<file path="config.mk">
export PLATFORM = sky130hd
export DESIGN_NAME = datapath_controller_flat
export DESIGN_NICKNAME = d
export VERILOG_FILES = /design/src/rtl/datapath_controller_if.sv /design/src/rtl/datapath_controller.sv /design/src/flat_wrapper.sv
export SDC_FILE = /design/constraint.sdc
export NUM_CORES = 1
export LEC_CHECK = 0
export ABC_CLOCK_PERIOD_IN_PS = 1910
export CORE_UTILIZATION = 40
export CTS_CLUSTER_DIAMETER = 150
export DETAILED_ROUTE_END_ITERATION = 7
export GPL_TIMING_DRIVEN = 0
export PLACE_DENSITY = 0.79
export SYNTH_ARGS = -nofsm -noshare
export SYNTH_HDL_FRONTEND = slang
export SYNTH_SLANG_ARGS = --single-unit
</file>
<file path="constraint.sdc">
create_clock -name Clk -period 1.91 [get_ports Clk]
set_input_delay 0.573 -clock Clk [delete_from_list [all_inputs] [get_ports Clk]]
set_output_delay 0.573 -clock Clk [all_outputs]
set_load 0.01 [all_outputs]
</file>
<file path="src/rtl/datapath_controller_if.sv">
// Bus between the datapath controller, instruction memory and the datapath.
// The controller is the master: it drives every control line and receives IR_data.
interface datapath_controller_if #(
  parameter int PC_W = 7
);
  logic [15:0]     IR_data;
  logic [PC_W-1:0] PC_addr;
  logic [7:0]      D_Addr;
  logic            D_Wr;
  logic            RF_s;
  logic [3:0]      RF_W_Addr;
  logic            RF_W_en;
  logic [3:0]      RF_Ra_Addr;
  logic [3:0]      RF_Rb_Addr;
  logic [2:0]      ALU_s0;
  logic [15:0]     IR_out;
  logic [3:0]      State;
  logic            Halted;

  modport master (
    input  IR_data,
    output PC_addr, D_Addr, D_Wr, RF_s, RF_W_Addr, RF_W_en,
           RF_Ra_Addr, RF_Rb_Addr, ALU_s0, IR_out, State, Halted
  );

  modport slave (
    output IR_data,
    input  PC_addr, D_Addr, D_Wr, RF_s, RF_W_Addr, RF_W_en,
           RF_Ra_Addr, RF_Rb_Addr, ALU_s0, IR_out, State, Halted
  );
endinterface

</file>
<file path="src/rtl/datapath_controller.sv">
// Fetch/decode/execute control FSM for the register-file/ALU datapath.
// Optional macro JMP_EN adds the JUMP instruction (opcode 0110); without it 0110 is illegal.
module datapath_controller #(
  parameter int PC_W            = 7,
  parameter int HALT_ON_ILLEGAL = 1
) (
  input  logic                  Clk,
  input  logic                  Reset_n,
  datapath_controller_if.master bus
);

  typedef enum logic [3:0] {
    ST_INIT   = 4'd0,
    ST_FETCH  = 4'd1,
    ST_DECODE = 4'd2,
    ST_NOOP   = 4'd3,
    ST_LOAD_A = 4'd4,
    ST_LOAD_B = 4'd5,
    ST_STORE  = 4'd6,
    ST_ADD    = 4'd7,
    ST_SUB    = 4'd8,
    ST_HALT   = 4'd9
`ifdef JMP_EN
    , ST_JUMP = 4'd10
`endif
  } state_t;

  typedef struct packed {
    logic [7:0] d_addr;
    logic       d_wr;
    logic       rf_s;
    logic [3:0] rf_w_addr;
    logic       rf_w_en;
    logic [3:0] rf_ra_addr;
    logic [3:0] rf_rb_addr;
    logic [2:0] alu_s0;
    logic       halted;
  } ctrl_t;

  state_t          state_r;
  state_t          state_nxt_s;
  logic [PC_W-1:0] pc_r;
  logic [PC_W-1:0] pc_nxt_s;
  logic [15:0]     ir_r;
  logic [15:0]     ir_nxt_s;
  ctrl_t           ctrl_r;

  // Controls are a pure function of (state, IR); evaluating it on the next
  // state lets the outputs be flops that still match the current state.
  function automatic ctrl_t decode_ctrl(input state_t st, input logic [15:0] ir);
    ctrl_t c;
    c = '0;
    case (st)
      ST_STORE: begin
        c.rf_ra_addr = ir[11:8];
        c.d_addr     = ir[7:0];
        c.d_wr       = 1'b1;
      end
      ST_LOAD_A: begin
        c.d_addr = ir[11:4];
      end
      ST_LOAD_B: begin
        c.d_addr    = ir[11:4];
        c.rf_s      = 1'b1;
        c.rf_w_addr = ir[3:0];
        c.rf_w_en   = 1'b1;
      end
      ST_ADD, ST_SUB: begin
        c.rf_ra_addr = ir[11:8];
        c.rf_rb_addr = ir[7:4];
        c.rf_w_addr  = ir[3:0];
        c.rf_w_en    = 1'b1;
        c.alu_s0     = (st == ST_ADD) ? 3'd1 : 3'd2;
      end
      ST_HALT: begin
        c.halted = 1'b1;
      end
      default: begin
        c = '0;
      end
    endcase
    return c;
  endfunction

  // Next-state, next-PC and next-IR selection.
  always_comb begin
    state_nxt_s = state_r;
    pc_nxt_s    = pc_r;
    ir_nxt_s    = ir_r;
    case (state_r)
      ST_INIT: begin
        state_nxt_s = ST_FETCH;
      end
      ST_FETCH: begin
        ir_nxt_s    = bus.IR_data;
        pc_nxt_s    = pc_r + PC_W'(1'b1);
        state_nxt_s = ST_DECODE;
      end
      ST_DECODE: begin
        case (ir_r[15:12])
          4'h0:    state_nxt_s = ST_NOOP;
          4'h1:    state_nxt_s = ST_STORE;
          4'h2:    state_nxt_s = ST_LOAD_A;
          4'h3:    state_nxt_s = ST_ADD;
          4'h4:    state_nxt_s = ST_SUB;
          4'h5:    state_nxt_s = ST_HALT;
`ifdef JMP_EN
          4'h6:    state_nxt_s = ST_JUMP;
`endif
          default: begin
            if (HALT_ON_ILLEGAL != 0) begin
              state_nxt_s = ST_HALT;
            end else begin
              state_nxt_s = ST_NOOP;
            end
          end
        endcase
      end
      ST_LOAD_A: begin
        state_nxt_s = ST_LOAD_B;
      end
      ST_NOOP, ST_STORE, ST_ADD, ST_SUB, ST_LOAD_B: begin
        state_nxt_s = ST_FETCH;
      end
      ST_HALT: begin
        state_nxt_s = ST_HALT;
      end
`ifdef JMP_EN
      ST_JUMP: begin
        pc_nxt_s    = ir_r[PC_W-1:0];
        state_nxt_s = ST_FETCH;
      end
`endif
      default: begin
        state_nxt_s = ST_INIT;
      end
    endcase
  end

  // State, PC, IR and registered control outputs; reset clears all at once.
  always_ff @(posedge Clk or negedge Reset_n) begin
    if (!Reset_n) begin
      state_r <= ST_INIT;
      pc_r    <= '0;
      ir_r    <= 16'h0000;
      ctrl_r  <= '0;
    end else begin
      state_r <= state_nxt_s;
      pc_r    <= pc_nxt_s;
      ir_r    <= ir_nxt_s;
      ctrl_r  <= decode_ctrl(state_nxt_s, ir_nxt_s);
    end
  end

  assign bus.PC_addr    = pc_r;
  assign bus.IR_out     = ir_r;
  assign bus.State      = state_r;
  assign bus.D_Addr     = ctrl_r.d_addr;
  assign bus.D_Wr       = ctrl_r.d_wr;
  assign bus.RF_s       = ctrl_r.rf_s;
  assign bus.RF_W_Addr  = ctrl_r.rf_w_addr;
  assign bus.RF_W_en    = ctrl_r.rf_w_en;
  assign bus.RF_Ra_Addr = ctrl_r.rf_ra_addr;
  assign bus.RF_Rb_Addr = ctrl_r.rf_rb_addr;
  assign bus.ALU_s0     = ctrl_r.alu_s0;
  assign bus.Halted     = ctrl_r.halted;

endmodule
</file>
<file path="src/flat_wrapper.sv">
// flat-port wrapper written by rule: the top's interface ports become plain ports
module datapath_controller_flat 
#(
  parameter int PC_W            = 7,
  parameter int HALT_ON_ILLEGAL = 1
)
  (Clk, Reset_n, bus_IR_data, bus_PC_addr, bus_D_Addr, bus_D_Wr, bus_RF_s, bus_RF_W_Addr, bus_RF_W_en, bus_RF_Ra_Addr, bus_RF_Rb_Addr, bus_ALU_s0, bus_IR_out, bus_State, bus_Halted);
  datapath_controller_if #(.PC_W(PC_W)) bus_i ();
  input  logic Clk;
  input  logic Reset_n;
  input wire logic [$bits(bus_i.IR_data)-1:0] bus_IR_data;
  output wire logic [$bits(bus_i.PC_addr)-1:0] bus_PC_addr;
  output wire logic [$bits(bus_i.D_Addr)-1:0] bus_D_Addr;
  output wire logic [$bits(bus_i.D_Wr)-1:0] bus_D_Wr;
  output wire logic [$bits(bus_i.RF_s)-1:0] bus_RF_s;
  output wire logic [$bits(bus_i.RF_W_Addr)-1:0] bus_RF_W_Addr;
  output wire logic [$bits(bus_i.RF_W_en)-1:0] bus_RF_W_en;
  output wire logic [$bits(bus_i.RF_Ra_Addr)-1:0] bus_RF_Ra_Addr;
  output wire logic [$bits(bus_i.RF_Rb_Addr)-1:0] bus_RF_Rb_Addr;
  output wire logic [$bits(bus_i.ALU_s0)-1:0] bus_ALU_s0;
  output wire logic [$bits(bus_i.IR_out)-1:0] bus_IR_out;
  output wire logic [$bits(bus_i.State)-1:0] bus_State;
  output wire logic [$bits(bus_i.Halted)-1:0] bus_Halted;
  assign bus_i.IR_data = bus_IR_data;
  assign bus_PC_addr = bus_i.PC_addr;
  assign bus_D_Addr = bus_i.D_Addr;
  assign bus_D_Wr = bus_i.D_Wr;
  assign bus_RF_s = bus_i.RF_s;
  assign bus_RF_W_Addr = bus_i.RF_W_Addr;
  assign bus_RF_W_en = bus_i.RF_W_en;
  assign bus_RF_Ra_Addr = bus_i.RF_Ra_Addr;
  assign bus_RF_Rb_Addr = bus_i.RF_Rb_Addr;
  assign bus_ALU_s0 = bus_i.ALU_s0;
  assign bus_IR_out = bus_i.IR_out;
  assign bus_State = bus_i.State;
  assign bus_Halted = bus_i.Halted;
  datapath_controller #(.PC_W(PC_W), .HALT_ON_ILLEGAL(HALT_ON_ILLEGAL)) u_core (.Clk(Clk), .Reset_n(Reset_n), .bus(bus_i));
endmodule
</file>
==> results by stage, run 1 <==
Run status:
- The flow ran to the end, and the final reports show no timing, DRC or antenna violations.

Synthesis:
- Counting every net in the synthesized netlist gives 180.
- In the synthesized netlist, the cells that appear most often are 53 x dfrtp_1, 13 x inv_1, 12 x mux2i_1, 8 x a21oi_1, 8 x o22ai_1.
- The number of enable-type register cells in the synthesized netlist is 0.
- After synthesis, the mean cell area works out to 12.8 um^2.
- Yosys attributes the largest share of cell area to dfrtp_1 65%, mux2i_1 5.8%, mux2_1 2.7%.
- The top cell type by total area after synthesis is dfrtp_1.
- After technology mapping, the gate count stands at 161.
- The distinct cell type count after synthesis is 37.
- Summed over its instances, the top area cell type makes up 64.6% of the synthesized netlist area.
- For this run, the number of Yosys warnings is 0.
- The most numerous cell in the Yosys netlist is dfrtp_1.
- The sequential-to-total area share from yosys stat is 64.6%.
- The commonest register cell after synthesis is dfrtp_1.
- Synthesis inferred 53 register bits.
- The post-synth design cell area is 2050 um^2.
- The proportion of synthesized flip-flops having asynchronous set or reset is 100%.

Clock network:
- For this design, the CTS-stage hold fixing added 0 buffers.
- The later pin in the worst-skew pair is clocked with a latency of 0.30 ns.
- The TritonCTS clock tree is yes.
- After clock tree synthesis, the clock-pin slew on the worst setup and hold paths is 0.09 ns.
- For this design, the sink count on the clock tree is 53.
- The TritonCTS buffer count is 5.
- The maximum buffer depth of the clock tree is 2.
- In this run the clock root is driven by a clkbuf_8.
- The H-tree was split into 2 levels.

Power:
- The completed layout was analyzed and its total power is 4.76 mW.
- Internal power comes to 3.07 mW.
- The leakage power total is 1.41 nW.
- The maximum vdd drop is 0.790 mV.
- Of the total power, the clock network draws 13.6%.
- For this design the ratio of total power to cell area is 1550 nW/um^2.
- Sequential cells burn 37.8% of the power.
- The power spent charging and discharging nets is 1.69 mW.
- Of the total power, the share spent switching nets is 35.5%.
- Per report_power, the combinational group accounts for 48.6% of the total.

Placed design:
- The placed instance area is 2850 um^2.
- Detailed placement ended at an HPWL of 3180 um.
- Once placement completed, the tool counted placed cells totaling 299.
- At the end of routability-driven placement, the weighted congestion stood at 0.815.
- Port buffering added 70 buffers.
- Before CTS, the worst setup slack after placement is -0.221 ns.

Routing:
- The first detailed-routing pass ran for 4 iterations.
- After detailed routing, the number of vias per cell comes to 4.76.
- The count of vias placed by the detailed router is 1495.
- The sum of routed wire length over all layers is 4470 um.
- The routed length per instance is 14.2 um.
- After detailed routing, the number of remaining DRC violations is 0.
- The number of nets with antenna violations after detailed routing is 0.
- The detailed router's first-iteration violation count is 28.

Global route:
- The total overflow left after global routing is 0.
- The via count of the first global-routing pass is 1412.
- Global routing used 17.6% of the available tracks across all layers.
- The initial antenna violation count is 0.
- The first global-routing pass estimated 7010 um of wire.
- Entering global routing, the biggest net connects 41 pins.

Timing:
- The worst hold-check slack is 0.166 ns.
- The accumulated negative setup slack is 0 ns.
- The maximum clock skew at final layout is 0.00773 ns.
- The number of max-slew violations in the final report is 0.
- The final critical-path share of the clock period is 98.0%.
- The final hold violation count is 0.
- Setup violations remaining at the end of the flow were counted as 0.
- Setup repair after global routing could not meet its margin everywhere.
- In the post-route analysis, the smallest setup slack over all paths is 0.0390 ns.
- The final critical delay including setup and external delays is 1.87 ns.
- For this run, the top clock speed supported by timing is 534 MHz.

Setup path:
- The worst register-to-register path ends at u_core.bus.D_Addr[7].
- STA classifies the critical path endpoint as an output port.
- Together, buffers and inverters on the worst path number 1.
- In this run the number of cells on the critical path is 1.
- The worst reg-to-reg setup slack is 0.05 ns.
- The cell family with the largest share of critical-path delay is buffers and inverters.
- STA puts the critical path data required time at 1.34 ns.
- In this run the worst path has a maximum fanout of 5.
- The peak per-stage delay on the critical path is 0.57 ns.
- The critical path start-end classification is register to output port.
- STA classifies the critical path startpoint as a register.
- Walking the worst path, the cells encountered are clkdlybuf4s50_1.
- The start of the worst register-to-register path is u_core.bus.State[2].
- The arrival time of the worst setup path is 1.30 ns.
- The worst-path cell with the longest stage delay is clkdlybuf4s50_1.
- The number of cells traversed by the worst register-to-register path is 5.

Die:
- The die is 73.7 um wide.
- The starting utilization of the core area is 42.6%.
- From bottom edge to top edge, the die measures 73.7 um.
- 72 I/O pins were placed.
- The area of the core region is 4820 um^2.
- The number of rows created at floorplan is 25.
- The die area is 5430 um^2.

Hold path:
- The worst hold path belongs to the class input pin to asynchronous set/reset pin.

Layout:
- Relative to the synthesized area, the layout overhead comes to 49.3%.
- In the final layout, the share of cells above drive strength 1 is 17.8%.
- The net count of the finished layout is 265.
- With fillers left out, the area of the finished cells amounts to 3070 um^2.
- Measured on the finished design, the core utilization comes to 63.7%.
- The number of antenna diodes in the final layout is 0.
- For this run, the number of standard cells in the final layout without fillers is 314.

Run:
- The number of max-cap violations is 0.
-- placed cells by master (no fill, tap or decap), drive strengths merged, types with 4 or more instances in the layout --
cell type and instances:
inv 15, clkbuf 6, nand2 6, dfrtp 53, xnor2 5, o22ai 8, nand4 4, clkdlybuf4s50 66
buf 16, mux2i 12, mux2 5, nor2 5, a21oi 14
-- routing by layer --
metal  up-vias  share of wire (%)  GRT usage (%)  routed length [um]
li1        720                  -              -                   -
met1       725                 43           22.4                1930
met2        48                 49           29.2                2190
met3         2                7.2           4.94                 323
met4         0               0.56           5.13                  25
met5         -                  0              0                   0
-- kinds of logic (layout without fill, tap and decap cells) --
group | after synthesis | after routing | synth area share [%]
flip-flops | 53 | 53 | 64.6
AO/OA/AOI/OAI | 30 | 30 | 9.56
AND/OR/NAND/NOR | 30 | 30 | 8.71
buffers and inverters | 22 | 108 | 4.81
multiplexers | 17 | 17 | 8.59
XOR/XNOR | 7 | 7 | 2.98
adder cells (fa/ha/maj) | 1 | 1 | 0.609
other | 1 | 1 | 0.183
-- layout make-up --
type / count / area (um^2)
Tap cell: 67 / 83.8
Inverter: 15 / 56.3
Multi-Input combinational cell: 86 / 673
Timing Repair Buffer: 79 / 783
Clock buffer: 6 / 82.6
Fill cell: 398 / 1750
Buffer: 6 / 43.8
Sequential cell: 53 / 1330
Clock inverter: 2 / 13.8
-- what timing repair did --
item / in CTS / in global routing
hold endpoints to repair: 0 / 0
cloned: 0 / 0
gates resized for setup: 11 / 7
setup buffers: 2 / 6
setup endpoints to repair: 34 / 30
pin swaps: 2 / 4
-- state kept, by name (all words and copies together), names as in the netlist --
signal,flops
u_core.bus.D_Addr,8
u_core.bus.State,4
u_core.bus.D_Wr,1
u_core.bus.RF_Rb_Addr,4
u_core.bus.PC_addr,7
u_core.bus.RF_W_Addr,4
u_core.bus.ALU_s0,2
u_core.bus.Halted,1
u_core.bus.RF_s,1
u_core.bus.RF_W_en,1
u_core.bus.RF_Ra_Addr,4
u_core.bus.IR_out,16
-- worst max path at each step --
| stage | start | end | slack [ns] |
|---|---|---|---|
| 2_1_floorplan | u_core.bus.State[3] | u_core.bus.D_Addr[5] | 0.09 |
| 3_3_place_gp | Reset_n | u_core.bus.PC_addr[1] | -1.21 |
| 3_5_place_dp | u_core.bus.State[3] | u_core.bus.D_Addr[7] | -0.22 |
| 4_1_cts | u_core.bus.State[1] | bus_State[1] | 0.002 |
| 5_1_grt | u_core.bus.State[2] | u_core.bus.D_Addr[4] | -0.07 |
| 6_report | u_core.bus.PC_addr[0] | bus_PC_addr[0] | 0.04 |
-- power by group through the flow --
stage | registers (mW) | clock network [mW] | logic [mW]
2_1_floorplan | 1.97 | 0 | 0.893
3_3_place_gp | 1.80 | 0 | 2.09
3_5_place_dp | 1.81 | 0 | 2.13
4_1_cts | 1.81 | 0.667 | 2.23
5_1_grt | 1.85 | 0.716 | 2.50
6_report | 1.80 | 0.647 | 2.31
(Power assumes the default switching activity.)
==> run 2: changes to the inputs <==
--- a/config.mk
+++ b/config.mk
@@ -6,11 +6,12 @@
 export NUM_CORES = 1
 export LEC_CHECK = 0
 export ABC_CLOCK_PERIOD_IN_PS = 1910
-export CORE_UTILIZATION = 40
+export CORE_MARGIN = 2
+export CORE_UTILIZATION = 44
 export CTS_CLUSTER_DIAMETER = 150
 export DETAILED_ROUTE_END_ITERATION = 7
 export GPL_TIMING_DRIVEN = 0
-export PLACE_DENSITY = 0.79
+export PLACE_DENSITY = 0.85
 export SYNTH_ARGS = -nofsm -noshare
 export SYNTH_HDL_FRONTEND = slang
 export SYNTH_SLANG_ARGS = --single-unit
==> results by stage, run 2 (synthesis results as in run 1) <==
Timing:
- The maximum frequency from static timing analysis is 538 MHz.
- The maximum clock skew at final layout is 0.00647 ns.
- The number of max-slew violations in the final report is 0.
- The final critical-path share of the clock period is 97.3%.
- The final critical delay including setup and external delays is 1.86 ns.
- The final hold violation count is 0.
- The final worst setup slack is 0.0519 ns.
- Setup violations remaining at the end of the flow were counted as 0.
- The headroom to the max-slew limit is 66.0%.
- Setup repair after global routing could not meet its margin everywhere.
- The measured slew at the worst slew-check pin is 0.510 ns.

Global route:
- The via count of the first global-routing pass was 1485.
- For this run the aggregate overflow at the end of global routing stands at 0.
- Entering global routing, the biggest net connects 33 pins.
- The first global-routing pass estimated 7360 um of wire.
- The initial antenna violation count is 0.
- The overall routing resource usage is 18.6%.

Die:
- The area of the core region is 4410 um^2.
- The die covers 5230 um^2.
- Row generation in the floorplan step produced 24 rows.
- The number of top-level pins is 72.
- The starting utilization of the core area is 46.5%.
- The horizontal extent of the die is 72.3 um.
- Measured along the y axis, the die boundary spans 72.3 um.

Power:
- The share of total power dissipated in sequential elements is 37.6%.
- IR analysis of the VDD net gives a maximum drop of 0.799 mV.
- The power consumption is 4.85 mW.
- The fraction of power spent switching nets is 36.2%.
- The internal power of the cells totals 3.09 mW.
- The clock network power share is 13.4%.
- Of the total power, combinational logic draws 49.0%.
- For this design the total switching power over the nets is 1.76 mW.
- In this run the power density over the cells is 1580 nW/um^2.
- The leakage power total is 1.40 nW.

Routing:
- Once detail routing completed, the nets flagged for antenna violations numbered 0.
- The routed length per instance is 15.6 um.
- After detailed routing, the number of remaining DRC violations is 0.
- The detailed-routing iteration count for the pre-antenna-repair pass is 4.
- The first routing iteration left 93 violations.
- The sum of routed wire length over all layers is 4630 um.
- The count of vias placed by the detailed router is 1537.
- The post-detailed-route via-to-cell ratio is 5.18.

Clock network:
- The H-tree was split into 2 levels.
- The number of clock buffers added by TritonCTS is 5.
- Counting every sink on the clock net gives 53.
- At the later pin of the worst-skew pair, clock insertion delay measures 0.31 ns.
- The maximum buffer depth of the clock tree is 2.
- Clock tree synthesis selected as its root buffer the cell clkbuf_8.
- The TritonCTS clock tree is yes.
- Clock-pin slew was measured on the worst setup and hold paths at 0.10 ns.

Placed design:
- The number of input and output port buffers inserted is 70.
- Detailed placement ended at an HPWL of 3260 um.
- The total placed cells including tap cells is 284.
- The congestion estimate from routability-driven global placement came to 0.821.
- In this run the cell area measured after placement is 2840 um^2.
- The pre-CTS worst setup slack is -0.234 ns.

Layout:
- The register with the most flip-flops in the layout has 16 of them.
- The proportion of layout cells with a drive suffix above 1 is 19.2%.
- The repair_antennas step left the layout with diodes totalling 0.
- The final net count is 263.
- The area growth from synthesis to final layout is 49.1%.
- The post-route cell area is 3060 um^2.
- The count of cells in the finished layout, fillers not included, comes to 297.
- The top cell types in the final layout, fill and taps aside, are 66 x clkdlybuf4s50_1, 47 x dfrtp_1, 13 x inv_1.
- Leaving out fill and tap cells, the most frequent cell in the layout is clkdlybuf4s50_1.

Setup path:
- Data on the critical path arrives at its endpoint at 1.29 ns.
- The kind of cell with the highest combined delay along the critical path is buffers and inverters.
- The count of buffer and inverter cells on the critical path is 1.
- For the worst setup path, the data required time is 1.34 ns.
- The critical path start-end classification is register to output port.
- The worst register-to-register path has a setup slack of 0.07 ns.
- The largest individual stage delay along the critical path comes from the cell clkdlybuf4s50_1.
- The category of the worst setup path launch point is a register.
- The peak per-stage delay on the critical path is 0.56 ns.
- Traced cell by cell, the critical path runs through clkdlybuf4s50_1.
- The category of the worst setup path capture point is an output port.
- The biggest fanout along the worst timing path is 4.

Hold path:
- The tightest min-delay check is of the input pin to asynchronous set/reset pin type.

Run:
- Across the run, the number of max-cap violations was 0.

Run status:
- The run finished with clean final reports.
==> run 2: stage by stage <==
step           setup TNS, ns  utilization [%]  hold slack, ns
4_1_cts              -0.0118             68.2           0.239
3_3_place_gp          -65.21             63.9           0.462
5_1_grt              -0.0676             69.4           0.254
3_5_place_dp           -3.53             64.2           0.470
6_report                   0             69.4           0.222
2_1_floorplan              0                -           0.277
==> run 2: final timing paths <==
kind,start,depth (start not counted),to
setup / recovery,u_core.bus.PC_addr[2],1,bus_PC_addr[2]
hold / removal,Reset_n,1,u_core.bus.RF_Ra_Addr[2]
setup reg to reg,u_core.bus.State[1],7,u_core.bus.RF_W_Addr[1]
hold reg to reg,u_core.bus.PC_addr[6],1,u_core.bus.PC_addr[6]
max in group asynchronous,Reset_n,2,u_core.bus.PC_addr[4]
min in group Clk,u_core.bus.PC_addr[6],1,u_core.bus.PC_addr[6]
==> run 2: layout make-up <==
class | instances | area, um^2
fillers | 323 | 1350
flip-flops and latches | 53 | 1330
repair buffers | 77 | 781
multi-input cells | 86 | 682
clock buffers | 5 | 68.8
well taps | 52 | 65.1
inverters | 15 | 56.3
plain buffers | 6 | 50.0
clock inverters | 3 | 26.3
==> run 2: timing repair <==
action                     4_1_cts  5_1_grt
setup buffers                    4        2
pin swaps                        2        3
hold buffers                     0        0
setup endpoints to repair       37       32
resized for setup               11       16
==> run 2: routing by layer <==
| metal | vias up | track usage, % | routed length [um] |
|---|---|---|---|
| met3 | 6 | 4.31 | 361 |
| met2 | 61 | 30.4 | 2200 |
| met1 | 755 | 24.0 | 2000 |
| met5 | - | 0 | 0 |
| met4 | 0 | 7.55 | 59 |
| li1 | 715 | - | - |
==> run 2: power groups by stage <==
stage / Clock (mW) / Combinational, mW / Sequential, mW
2_1_floorplan: 0 / 0.893 / 1.97
3_3_place_gp: 0 / 2.07 / 1.80
3_5_place_dp: 0 / 2.13 / 1.82
4_1_cts: 0.667 / 2.29 / 1.82
5_1_grt: 0.704 / 2.57 / 1.88
6_report: 0.651 / 2.37 / 1.82
==> run 3: changes to the inputs <==
--- a/config.mk
+++ b/config.mk
@@ -6,12 +6,15 @@
 export NUM_CORES = 1
 export LEC_CHECK = 0
 export ABC_CLOCK_PERIOD_IN_PS = 1910
+export CAP_MARGIN = 20
 export CORE_MARGIN = 2
 export CORE_UTILIZATION = 44
 export CTS_CLUSTER_DIAMETER = 150
 export DETAILED_ROUTE_END_ITERATION = 7
 export GPL_TIMING_DRIVEN = 0
 export PLACE_DENSITY = 0.85
+export RECOVER_POWER = 50
+export REMOVE_ABC_BUFFERS = 1
 export SYNTH_ARGS = -nofsm -noshare
 export SYNTH_HDL_FRONTEND = slang
 export SYNTH_SLANG_ARGS = --single-unit
==> results by stage, run 3 (synthesis results as in run 1) <==
Run status:
- The run finished with clean final reports.

Routing:
- Dividing the detail-routed via count by the number of cells gives 5.22.
- The routed length per instance is 16.7 um.
- The detailed router's first-iteration violation count is 43.
- The DRC violation count after routing is 0.
- The number of nets with antenna violations after detailed routing is 0.
- Wires add up to 4960 um.
- Summing over every cut layer, the via total after detailed routing is 1549.
- The first detailed-routing pass ran for 4 iterations.

Clock network:
- The TritonCTS buffer count is 5.
- The maximum buffer depth of the clock tree is 2.
- The number of H-tree branching levels is 2.
- The latest clock arrival within the worst-skew pair is 0.30 ns.
- TritonCTS built the clock tree.
- CTS placed an instance of clkbuf_8 at the clock tree root.
- The clock net in this run drives a total of 53 sinks.
- The number of hold buffers added after CTS was 0.
- The clock-pin slew of the registers on the worst-case setup and hold paths is 0.09 ns.

Power:
- For this design the static power due to leakage is 1.43 nW.
- IR analysis of the VDD net gives a maximum drop of 0.871 mV.
- Power spread over the standard cell area amounts to 1630 nW/um^2.

Die:
- The floorplan step set the die width to 72.3 um.
- The number of top-level pins is 72.
- The floorplan step defined a core boundary enclosing 4410 um^2.
- The starting utilization of the core area is 46.5%.
- The die covers 5230 um^2.
- The number of rows created at floorplan is 24.
- The die boundary height is 72.3 um.

Global route:
- The most congested layer reported by global routing is met2.
- Global routing consumed, on the met1 layer, 23.5% of the routing resources.
- The via count of the first global-routing pass is 1495.
- The met2 track demand over resource in global routing is 30.5%.
- Entering global routing, the biggest net connects 34 pins.
- The global routing met3 resource utilization is 3.89%.
- The first global-routing pass estimated 7200 um of wire.
- For this run, the total global-route usage over all layers was measured as 18.3%.
- The initial antenna violation count came to 0.
- Summed over all layers, the global routing overflow is 0.

Run:
- The number of max-cap violations is 0.

Timing:
- The final worst setup slack is 0.0409 ns.
- Setup violations remaining at the end of the flow were counted as 0.
- The routed design could run at a clock period as short as 1.87 ns.
- The measured slew at the worst slew-check pin is 1.13 ns.
- The headroom to the max-slew limit is 24.5%.
- The final hold violation count is 0.
- Static timing analysis puts the maximum clock frequency at 535 MHz.
- Clock skew on the completed layout was measured at 0.00766 ns.
- The number of max-slew violations in the final report is 0.
- Setup repair after global routing could not meet its margin everywhere.
- The worst path uses 97.9% of the clock period.
- In the final timing run, aggregate negative setup slack is 0 ns.

Setup path:
- Of all nets on the critical path, the largest fanout is 11.
- Measured in cells, the most critical reg-to-reg path has a length of 6.
- In this run the critical register-to-register path is launched from u_core.bus.State[2].
- STA puts the critical path data required time at 2.10 ns.
- For the worst setup path, the data arrival time is 2.06 ns.
- The category of the worst setup path launch point is a register.
- The critical path start-end classification is register to register.
- The worst flop-to-flop path endpoint is u_core.bus.PC_addr[5].
- Across all register-to-register paths, the minimum setup slack is 0.04 ns.
- The category of the worst setup path capture point is a register.

Placed design:
- Before CTS, the worst setup slack after placement is -0.738 ns.
- The number of input and output port buffers inserted is 70.
- The final weighted congestion in routability-driven placement is 0.872.
- The wire-length estimate of the detail-placed layout is 3190 um.

Layout:
- Leaving out fill and tap cells, the most frequent cells in the layout are 65 x clkdlybuf4s50_1, 44 x dfrtp_1, 13 x inv_1.
- The area growth from synthesis to final layout is 52.5%.
- The flip-flop count of the largest register, all copies and words added is 16.
- Leaving out fill and tap cells, the most frequent cell in the layout is clkdlybuf4s50_1.
- The net count of the finished layout is 263.
- The repair_antennas step left the layout with diodes totalling 0.
- Of the cells placed in the final design, the portion with a size suffix greater than 1 is 22.0%.

Hold path:
- The class of the most critical hold timing path is input pin to asynchronous set/reset pin.
[run 3: cell types whose count changed in the layout (fill, tap and decap cells not counted), moves of 2 or more]
cell / previous run / this run
a21oi_1: 7 / 2
a21oi_2: 7 / 11
dfrtp_1: 47 / 44
dfrtp_2: 6 / 9
buf_2: 2 / 0
buf_6: 2 / 0
clkbuf_1: 0 / 2
clkinvlp_4: 2 / 0
[run 3: what timing repair did]
item                                    in CTS  in global routing
pin swaps                                    2                  7
resized for setup                            8                 25
endpoints found under the setup margin      49                 29
setup buffers                                4                  6
cloned                                       0                  1
[run 3: worst max-delay path, cell delays in order, from the launching register on]
cell     delay, ns
dfrtp_2       0.48
nor4b_4       0.34
buf_4         0.17
buf_4         0.21
and3_1        0.25
nand4_1       0.16
xnor2_1       0.15
[run 3: where the power goes]
part | internal [mW] | switching [mW]
registers | 1.53 | 0.324
logic | 1.36 | 1.11
clock network | 0.428 | 0.349
total | 3.32 | 1.79
[run 3: per-layer routing]
| metal | part of all wire [%] | vias to the layer above |
|---|---|---|
| met1 | 43 | 772 |
| met4 | 1.3 | 0 |
| met3 | 5.3 | 8 |
| li1 | - | 715 |
| met5 | 0 | - |
| met2 | 51 | 54 |
[run 3: area by class of cell]
class,count,area (um^2)
flip-flops and latches,53,1340
repair buffers,82,827
well taps,52,65.1
multi-input cells,87,731
inverters,15,56.3
clock buffers,7,86.3
fillers,334,1280
clock inverters,1,30.0
[run 3: worst max-delay path by stage]
| stage | startpoint | end | slack, ns | depth (start not counted) |
|---|---|---|---|---|
| floorplan | u_core.bus.State[3] | u_core.bus.RF_Ra_Addr[0] | -1.25 | 4 |
| global route | u_core.bus.State[2] | u_core.bus.PC_addr[5] | -0.04 | 6 |
| CTS | u_core.bus.State[2] | u_core.bus.RF_Ra_Addr[3] | 0.002 | 4 |
| global placement | u_core.bus.State[3] | u_core.bus.RF_Ra_Addr[1] | -2.08 | 4 |
| finish | u_core.bus.State[2] | u_core.bus.PC_addr[5] | 0.04 | 6 |
| detailed placement | u_core.bus.State[3] | u_core.bus.RF_Ra_Addr[1] | -0.74 | 5 |
[run 3: through the flow]
step	cells	util [%]	total power [mW]	instance area [um^2]	hold slack (ns)
2_1_floorplan	154	-	2.83	2010	0.277
3_3_place_gp	276	62.9	3.82	2780	0.459
3_5_place_dp	278	63.8	3.97	2820	0.480
4_1_cts	290	67.6	4.81	2980	0.240
5_1_grt	297	71.0	5.40	3130	0.506
6_report	297	71.0	5.10	3130	0.468
